### config.mk
export PLATFORM = sky130hd
export DESIGN_NAME = spidergon_router_node_flat
export DESIGN_NICKNAME = d
export VERILOG_FILES = /design/src/rtl/spidergon_router_node_pkg.sv /design/src/rtl/spidergon_router_node_if.sv /design/src/rtl/spidergon_router_node_fifo.sv /design/src/rtl/spidergon_router_node.sv /design/src/flat_wrapper.sv
export SDC_FILE = /design/constraint.sdc
export NUM_CORES = 1
export LEC_CHECK = 0
export CAP_MARGIN = 10
export CELL_PAD_IN_SITES_DETAIL_PLACEMENT = 1
export CELL_PAD_IN_SITES_GLOBAL_PLACEMENT = 1
export CORE_ASPECT_RATIO = 1.2
export CORE_MARGIN = 3
export CORE_UTILIZATION = 29
export DETAILED_ROUTE_END_ITERATION = 6
export MAX_ROUTING_LAYER = met4
export PLACE_DENSITY_LB_ADDON = 0.3
export SLEW_MARGIN = 20
export SYNTH_ARGS = -nofsm -noshare
export SYNTH_HDL_FRONTEND = slang
export SYNTH_SLANG_ARGS = --single-unit
### constraint.sdc
create_clock -name clk -period 7.21 [get_ports clk]
set_clock_uncertainty 0.1 [all_clocks]
set_input_delay 1.442 -clock clk [delete_from_list [all_inputs] [get_ports clk]]
set_output_delay 1.442 -clock clk [all_outputs]
set_load 0.05 [all_outputs]
### src/rtl/spidergon_router_node_pkg.sv
// spidergon_router_node_pkg: direction codes and the shortest-path route function
// Exports ANTI_CLOCKWISE/CLOCKWISE/ACROSS/STOP (port index == direction code)
// and route_dir(dest, current, n), which returns the output port for a head flit.
package spidergon_router_node_pkg;

    localparam logic [1:0] ANTI_CLOCKWISE = 2'd0;
    localparam logic [1:0] CLOCKWISE      = 2'd1;
    localparam logic [1:0] ACROSS         = 2'd2;
    localparam logic [1:0] STOP           = 2'd3;

    // n is a power of two, so the modulo is a mask; rel < n keeps r4 exact in 32 bits
    function automatic logic [1:0] route_dir(
        input int unsigned dest,
        input int unsigned current,
        input int unsigned n
    );
        int unsigned rel;
        int unsigned r4;
        rel = (dest - current) & (n - 1);
        r4  = rel * 4;
        return (r4 == 0) ? STOP :
               (r4 <= n) ? CLOCKWISE :
               (r4 >= 3 * n) ? ANTI_CLOCKWISE : ACROSS;
    endfunction

endpackage

### src/rtl/spidergon_router_node_if.sv
// spidergon_router_node_if: bundled flit handshake for the four router ports
// in_flit/in_valid/in_ready : upstream side, slice p = port p
// out_flit/out_valid/out_ready : downstream side, slice p = port p
// master = network/testbench side, slave = router side
interface spidergon_router_node_if #(
    parameter int FLIT_WIDTH = 32
);
    logic [4*FLIT_WIDTH-1:0] in_flit;
    logic [3:0]              in_valid;
    logic [3:0]              in_ready;
    logic [4*FLIT_WIDTH-1:0] out_flit;
    logic [3:0]              out_valid;
    logic [3:0]              out_ready;

    modport master (
        output in_flit, in_valid, out_ready,
        input  in_ready, out_flit, out_valid
    );

    modport slave (
        input  in_flit, in_valid, out_ready,
        output in_ready, out_flit, out_valid
    );
endinterface

### src/rtl/spidergon_router_node_fifo.sv
// spidergon_router_node_fifo: synchronous flit FIFO with registered occupancy
// clk, reset (sync active-low), i_push/i_data write, i_pop read,
// o_head = oldest entry, o_full/o_empty from the registered count only.
module spidergon_router_node_fifo #(
    parameter int FLIT_WIDTH = 32,
    parameter int FIFO_DEPTH = 4
) (
    input  logic                  clk,
    input  logic                  reset,
    input  logic                  i_push,
    input  logic [FLIT_WIDTH-1:0] i_data,
    input  logic                  i_pop,
    output logic [FLIT_WIDTH-1:0] o_head,
    output logic                  o_full,
    output logic                  o_empty
);
    localparam int AW = $clog2(FIFO_DEPTH);

    logic [FLIT_WIDTH-1:0] r_mem [FIFO_DEPTH];
    logic [AW-1:0]         r_wr_ptr;
    logic [AW-1:0]         r_rd_ptr;
    logic [AW:0]           r_count;
    logic                  w_push;
    logic                  w_pop;

    assign o_full  = r_count == (AW+1)'(FIFO_DEPTH);
    assign o_empty = r_count == '0;
    assign o_head  = r_mem[r_rd_ptr];
    assign w_push  = i_push && !o_full;
    assign w_pop   = i_pop && !o_empty;

    always_ff @(posedge clk) begin
        if (w_push) r_mem[r_wr_ptr] <= i_data;
    end

    always_ff @(posedge clk) begin
        if (!reset) begin
            r_wr_ptr <= '0;
            r_rd_ptr <= '0;
            r_count  <= '0;
        end else begin
            r_wr_ptr <= r_wr_ptr + AW'(w_push);
            r_rd_ptr <= r_rd_ptr + AW'(w_pop);
            r_count  <= r_count + (AW+1)'(w_push) - (AW+1)'(w_pop);
        end
    end
endmodule

### src/rtl/spidergon_router_node.sv
// spidergon_router_node: 4-port Spidergon router with input FIFOs and per-output RR arbitration
// clk, reset (sync active-low), i_current_node (static node id),
// bus (slave modport): in_* accept flits per port, out_* present registered flits per port.
module spidergon_router_node
    import spidergon_router_node_pkg::*;
#(
`ifdef FORMAL
    parameter int NUM_OF_NODES = 8,
`else
    parameter int NUM_OF_NODES = 32,
`endif
    parameter int FLIT_WIDTH   = 32,
    parameter int FIFO_DEPTH   = 4,
    localparam int NODE_BITS   = $clog2(NUM_OF_NODES)
) (
    input logic                 clk,
    input logic                 reset,
    input logic [NODE_BITS-1:0] i_current_node,
    spidergon_router_node_if.slave bus
);
    logic [FLIT_WIDTH-1:0] w_head [4];
    logic [1:0]            w_dir  [4];
    logic [3:0]            w_gnt  [4];
    logic [3:0]            w_full;
    logic [3:0]            w_empty;
    logic [3:0]            w_push;
    logic [3:0]            w_pop;

    assign bus.in_ready = reset ? ~w_full : 4'b0;
    assign w_push       = bus.in_valid & bus.in_ready;

    // Each head routes to exactly one output, so at most one grant hits any input
    always_comb begin
        w_pop = '0;
        for (int k = 0; k < 4; k++) w_pop = w_pop | w_gnt[k];
    end

    genvar i;
    for (i = 0; i < 4; i++) begin : g_in
        spidergon_router_node_fifo #(
            .FLIT_WIDTH(FLIT_WIDTH),
            .FIFO_DEPTH(FIFO_DEPTH)
        ) u_fifo (
            .clk    (clk),
            .reset  (reset),
            .i_push (w_push[i]),
            .i_data (bus.in_flit[i*FLIT_WIDTH +: FLIT_WIDTH]),
            .i_pop  (w_pop[i]),
            .o_head (w_head[i]),
            .o_full (w_full[i]),
            .o_empty(w_empty[i])
        );
        assign w_dir[i] = route_dir(32'(w_head[i][NODE_BITS-1:0]), 32'(i_current_node), NUM_OF_NODES);
    end

    genvar o;
    for (o = 0; o < 4; o++) begin : g_out
        logic [3:0]            w_req;
        logic                  w_load;
        logic                  w_any;
        logic [1:0]            w_sel;
        logic                  r_valid;
        logic [FLIT_WIDTH-1:0] r_flit;
        logic [1:0]            r_rr;

        // Scan offsets high to low so the requester nearest r_rr wins
        always_comb begin
            for (int k = 0; k < 4; k++) w_req[k] = !w_empty[k] && w_dir[k] == 2'(o);
            w_load = !r_valid || bus.out_ready[o];
            w_any  = 1'b0;
            w_sel  = r_rr;
            for (int k = 3; k >= 0; k--) begin
                if (w_req[r_rr + 2'(k)]) begin
                    w_any = 1'b1;
                    w_sel = r_rr + 2'(k);
                end
            end
        end

        assign w_gnt[o] = (w_load && w_any) ? 4'b1 << w_sel : 4'b0;

        always_ff @(posedge clk) begin
            if (!reset) begin
                r_valid <= 1'b0;
                r_flit  <= '0;
                r_rr    <= '0;
            end else if (w_load) begin
                r_valid <= w_any;
                if (w_any) begin
                    r_flit <= w_head[w_sel];
                    r_rr   <= w_sel + 2'd1;
                end
            end
        end

        assign bus.out_valid[o]                          = r_valid;
        assign bus.out_flit[o*FLIT_WIDTH +: FLIT_WIDTH] = r_flit;
    end
endmodule
### src/flat_wrapper.sv
// flat-port wrapper written by rule: the top's interface ports become plain ports
module spidergon_router_node_flat import spidergon_router_node_pkg::*;
#(

    parameter int NUM_OF_NODES = 32,

    parameter int FLIT_WIDTH   = 32,
    parameter int FIFO_DEPTH   = 4,
    localparam int NODE_BITS   = $clog2(NUM_OF_NODES)
)
  (clk, reset, i_current_node, bus_in_flit, bus_in_valid, bus_out_ready, bus_in_ready, bus_out_flit, bus_out_valid);
  spidergon_router_node_if #(.FLIT_WIDTH(FLIT_WIDTH)) bus_i ();
  input logic clk;
  input logic reset;
  input logic [NODE_BITS-1:0] i_current_node;
  input wire logic [$bits(bus_i.in_flit)-1:0] bus_in_flit;
  input wire logic [$bits(bus_i.in_valid)-1:0] bus_in_valid;
  input wire logic [$bits(bus_i.out_ready)-1:0] bus_out_ready;
  output wire logic [$bits(bus_i.in_ready)-1:0] bus_in_ready;
  output wire logic [$bits(bus_i.out_flit)-1:0] bus_out_flit;
  output wire logic [$bits(bus_i.out_valid)-1:0] bus_out_valid;
  assign bus_i.in_flit = bus_in_flit;
  assign bus_i.in_valid = bus_in_valid;
  assign bus_i.out_ready = bus_out_ready;
  assign bus_in_ready = bus_i.in_ready;
  assign bus_out_flit = bus_i.out_flit;
  assign bus_out_valid = bus_i.out_valid;
  spidergon_router_node #(.NUM_OF_NODES(NUM_OF_NODES), .FLIT_WIDTH(FLIT_WIDTH), .FIFO_DEPTH(FIFO_DEPTH)) u_core (.clk(clk), .reset(reset), .i_current_node(i_current_node), .bus(bus_i));
endmodule
==> impl_metrics.env, run 1 <==
export IMPL_met2_usage_pct=34.8
export IMPL_drc_errors=0
export IMPL_die_w_um=297
export IMPL_routed_via_density=5.11
export IMPL_fmax_ghz=0.154
export IMPL_power_density_nw_per_um2=466
export IMPL_synth_async_sr_flop_share_pct=0
export IMPL_hold_viol_final=0
export IMPL_cp_num_cells=23
export IMPL_ys_warn_count=0
export IMPL_yosysSeqAreaShare_pct=63.7
export IMPL_grtUsageTotal_pct=20.1
export IMPL_clock_sink_count=680
export IMPL_worstHoldPathType="flop to flop"
export IMPL_layout_common_cells="edfxtp_1 (512), clkdlybuf4s50_1 (278), nand2_1 (185)"
export IMPL_grt_remaining_overflow=0
export IMPL_crit_family="adder cells"
export IMPL_synth_area_leader_cell="edfxtp_1"
export IMPL_tns_ns=0
export IMPL_netlist_area_um2=29400
export IMPL_finalNetCount=2459
export IMPL_status="completed"
export IMPL_cts_max_level=3
export IMPL_cts_buffers=75
export IMPL_holdWs_ns=0.359
export IMPL_drt_pass1_iter_count=5
export IMPL_ant_nets=0
export IMPL_startpoint_type="flop"
export IMPL_rows=127
export IMPL_cp_slowest_cell="mux4_2"
export IMPL_synth_compound_area_share_pct=7.45
export IMPL_ios=279
export IMPL_reg2reg_to="u_core.g_in[1].u_fifo.r_count[2]"
export IMPL_critical_path_class="flop to flop"
export IMPL_rsz0062_at_grt="false"
export IMPL_area_growth_pct=24.2
export IMPL_synthCells=1991
export IMPL_syn_num_nets=2174
export IMPL_tightest_slew_ns=1.11
export IMPL_die_height_um=355
export IMPL_slew_viol_final=0
export IMPL_period_share_pct=89.8
export IMPL_post_cts_resize_count=0
export IMPL_hpwlAfterDp_um=74400
export IMPL_wl_um=104000
export IMPL_synth_mux_area_share_pct=16.7
export IMPL_combinationalPowerShare_pct=47.7
export IMPL_postSynthAreaPerCell_um2=14.8
export IMPL_routedWlPerCell_um=28.1
export IMPL_synth_simple_area_share_pct=6.75
export IMPL_coreArea_um2=100000
export IMPL_antenna_found_initial=11
export IMPL_slew_headroom_pct=25.3
export IMPL_synth_top_area_share_pct=52.3
export IMPL_final_cell_count_no_fill=3702
export IMPL_grt_first_pass_wirelength_um=149000
export IMPL_p_leak_nw=12.8
export IMPL_synth_edf_count=512
export IMPL_synth_xor_area_share_pct=1.32
export IMPL_p_sw_share_pct=41.9
export IMPL_drtIter0Drc=1294
export IMPL_vias=18908
export IMPL_drive_above_1_share_pct=15.7
export IMPL_synth_cell_type_count=66
export IMPL_dp_cells=3553
export IMPL_cp_required_ns=7.57
export IMPL_grt_max_degree=64
export IMPL_cts_setup_buffers=0
export IMPL_endpoint="u_core.g_in[1].u_fifo.r_count[2]"
export IMPL_final_common_cell="edfxtp_1"
export IMPL_synth_top_family_by_area="multiplexers"
export IMPL_crit_arrival_ns=6.84
export IMPL_gp_congestion=0.883
export IMPL_met3_usage_pct=3.48
export IMPL_ys_ff_latch=680
export IMPL_clock_latency_ns=0.63
export IMPL_root_buffer="clkbuf_16"
export IMPL_die_area_um2=105000
export IMPL_start_util_pct=29.3
export IMPL_critPathLaunch="u_core.g_in[3].u_fifo.r_rd_ptr[0]"
export IMPL_seqPwrFrac_pct=29.1
export IMPL_p_int_mw=9.88
export IMPL_setup_viol=0
export IMPL_yosys_area_share_adder_pct=1.91
export IMPL_grt_most_used_layer="met2"
export IMPL_grt_pass1_vias=20127
export IMPL_tritoncts="yes"
export IMPL_cts_clk_slew_worst_paths_ns=0.06
export IMPL_min_period_ns=6.48
export IMPL_drv_cap=0
export IMPL_power_switching_mw=7.13
export IMPL_path_cells="mux4_2, inv_1, ha_1, inv_1, fa_1, xor2_1, nor3b_1, xnor3_1, and2_1, o32a_1, o221ai_1, inv_1, ha_1, a22o_1, a211oi_1, buf_4, nor2_1, xnor2_1, ha_1, inv_1, fa_1, xnor2_1, nor2_1"
export IMPL_critPathMaxFanout=11
export IMPL_synthFlopType="edfxtp_1"
export IMPL_use_met1_pct=24.0
export IMPL_ctsHoldBuffers=0
export IMPL_worst_setup_path_end_kind="flop"
export IMPL_yosys_top_cells_area="edfxtp_1 (52%), dfxtp_1 (11%), mux4_2 (9.8%)"
export IMPL_pwr_share_clk_pct=23.2
export IMPL_r2r_cells=23
export IMPL_r2r_setup_slack_ns=0.73
export IMPL_vdd_drop_max_mv=0.551
export IMPL_crit_path_frequent_cell="inv_1"
export IMPL_worstPathBufferInverterCount=5
export IMPL_io_buffer_count=278
export IMPL_reg2reg_from="u_core.g_in[3].u_fifo.r_rd_ptr[0]"
export IMPL_cts_buffer_depth=3
export IMPL_max_stage_delay_ns=0.69
[logic make-up after synthesis]
logic type,after synthesis
buf+inv,155
fa+ha+maj,40
flops,680
mux,326
simple gates,432
xor+xnor,30
compound gates,328
[power groups by stage]
| stage | combinational (mW) | clock, mW | sequential [mW] |
|---|---|---|---|
| 6_report | 8.12 | 3.95 | 4.94 |
| 3_3_place_gp | 7.92 | 0 | 5.00 |
| 5_1_grt | 8.66 | 4.21 | 4.96 |
| 3_5_place_dp | 8.12 | 0 | 5.02 |
| 4_1_cts | 8.15 | 4.05 | 4.94 |
| 2_1_floorplan | 4.88 | 0 | 5.37 |
[cell usage after synthesis, drive strengths merged, types with 6 or more instances]
cell type / count
a2bb2oi: 48
nand2b: 9
nor2b: 6
fa: 8
a211oi: 8
mux4: 128
o21a: 6
nor2: 55
xnor2: 13
and3: 7
edfxtp: 512
nand3: 96
a21oi: 53
and2: 15
mux2: 31
or2: 7
a22oi: 35
inv: 32
xnor3: 7
dfxtp: 168
mux2i: 167
or3: 9
o22ai: 20
nor3: 20
clkbuf: 82
a21o: 24
nand2: 186
xor2: 8
ha: 32
buf: 41
nor3b: 9
o21ai: 94
[how the worst min path moves through the flow]
stage	startpoint	to	slack [ns]	depth (start not counted)
after floorplan	u_core.g_out[1].r_valid	u_core.g_out[1].r_valid	0.37	2
final	u_core.g_out[0].r_flit[9]	u_core.g_out[0].r_flit[9]	0.36	2
after global placement	u_core.g_out[3].r_flit[0]	u_core.g_out[3].r_flit[0]	0.34	1
after detailed placement	u_core.g_out[3].r_flit[20]	u_core.g_out[3].r_flit[20]	0.34	1
after CTS	u_core.g_out[0].r_flit[9]	u_core.g_out[0].r_flit[9]	0.36	2
after global routing	u_core.g_out[3].r_flit[2]	u_core.g_out[3].r_flit[2]	0.39	1
[worst register-to-register path, stage by stage, from the launching register on]
cell and delay [ns]:
dfxtp_2 0.62, mux4_2 0.69, inv_1 0.20, ha_1 0.21, inv_1 0.06, fa_1 0.41, xor2_1 0.18, nor3b_1 0.45
xnor3_1 0.32, and2_1 0.25, o32a_1 0.19, o221ai_1 0.39, inv_1 0.18, ha_1 0.23, a22o_1 0.20, a211oi_1 0.34
buf_4 0.20, nor2_1 0.06, xnor2_1 0.20, ha_1 0.17, inv_1 0.05, fa_1 0.38, xnor2_1 0.17, nor2_1 0.05
[sequential cells by signal (all words and copies together), names as in the netlist]
name / count
u_core.g_in.u_fifo.r_mem: 512
u_core.g_out.r_flit: 128
u_core.g_in.u_fifo.r_count: 12
u_core.g_in.u_fifo.r_rd_ptr: 8
u_core.g_in.u_fifo.r_wr_ptr: 8
u_core.g_out.r_rr: 8
u_core.g_out.r_valid: 4
[final cells by class]
type	instances	area [um2]
well taps	1354	1690
flip-flops and latches	680	18700
diodes	11	27.5
fillers	10277	63700
clock buffers	96	2070
clock inverters	42	463
inverters	32	120
repair buffers	331	3210
multi-input cells	1156	10200
[per-layer routing]
layer | vias up | part of all wire (%)
li1 | 8326 | -
met1 | 9932 | 41
met2 | 550 | 52
met3 | 100 | 4.9
met4 | 0 | 2.4
met5 | - | 0
[through the flow]
stage | power (mW) | instance area, um2 | setup slack (ns) | utilization (%)
global route | 17.8 | 36500 | 0.252 | 36.4
finish | 17.0 | 36500 | 0.733 | 36.4
floorplan | 10.3 | 29400 | 0.916 | -
global placement | 12.9 | 33900 | 0.332 | 33.8
detailed placement | 13.1 | 34000 | 0.174 | 33.9
CTS | 17.1 | 36500 | 0.765 | 36.4
Power figures use the tool's default switching activity.
==> inputs of run 2 (changes only) <==
--- a/config.mk
+++ b/config.mk
@@ -11,6 +11,7 @@
 export CORE_ASPECT_RATIO = 1.2
 export CORE_MARGIN = 3
 export CORE_UTILIZATION = 29
+export CTS_CLUSTER_SIZE = 25
 export DETAILED_ROUTE_END_ITERATION = 6
 export MAX_ROUTING_LAYER = met4
 export PLACE_DENSITY_LB_ADDON = 0.3
==> results of run 2 <==
No change in the layout: final DEF, timing and power equal those of run 1.
==> inputs of run 3 (changes only) <==
--- a/config.mk
+++ b/config.mk
@@ -11,7 +11,7 @@
 export CORE_ASPECT_RATIO = 1.2
 export CORE_MARGIN = 3
 export CORE_UTILIZATION = 29
-export CTS_CLUSTER_SIZE = 25
+export CTS_CLUSTER_SIZE = 30
 export DETAILED_ROUTE_END_ITERATION = 6
 export MAX_ROUTING_LAYER = met4
 export PLACE_DENSITY_LB_ADDON = 0.3
==> results of run 3 <==
No change in the layout: final DEF, timing and power equal those of run 1.
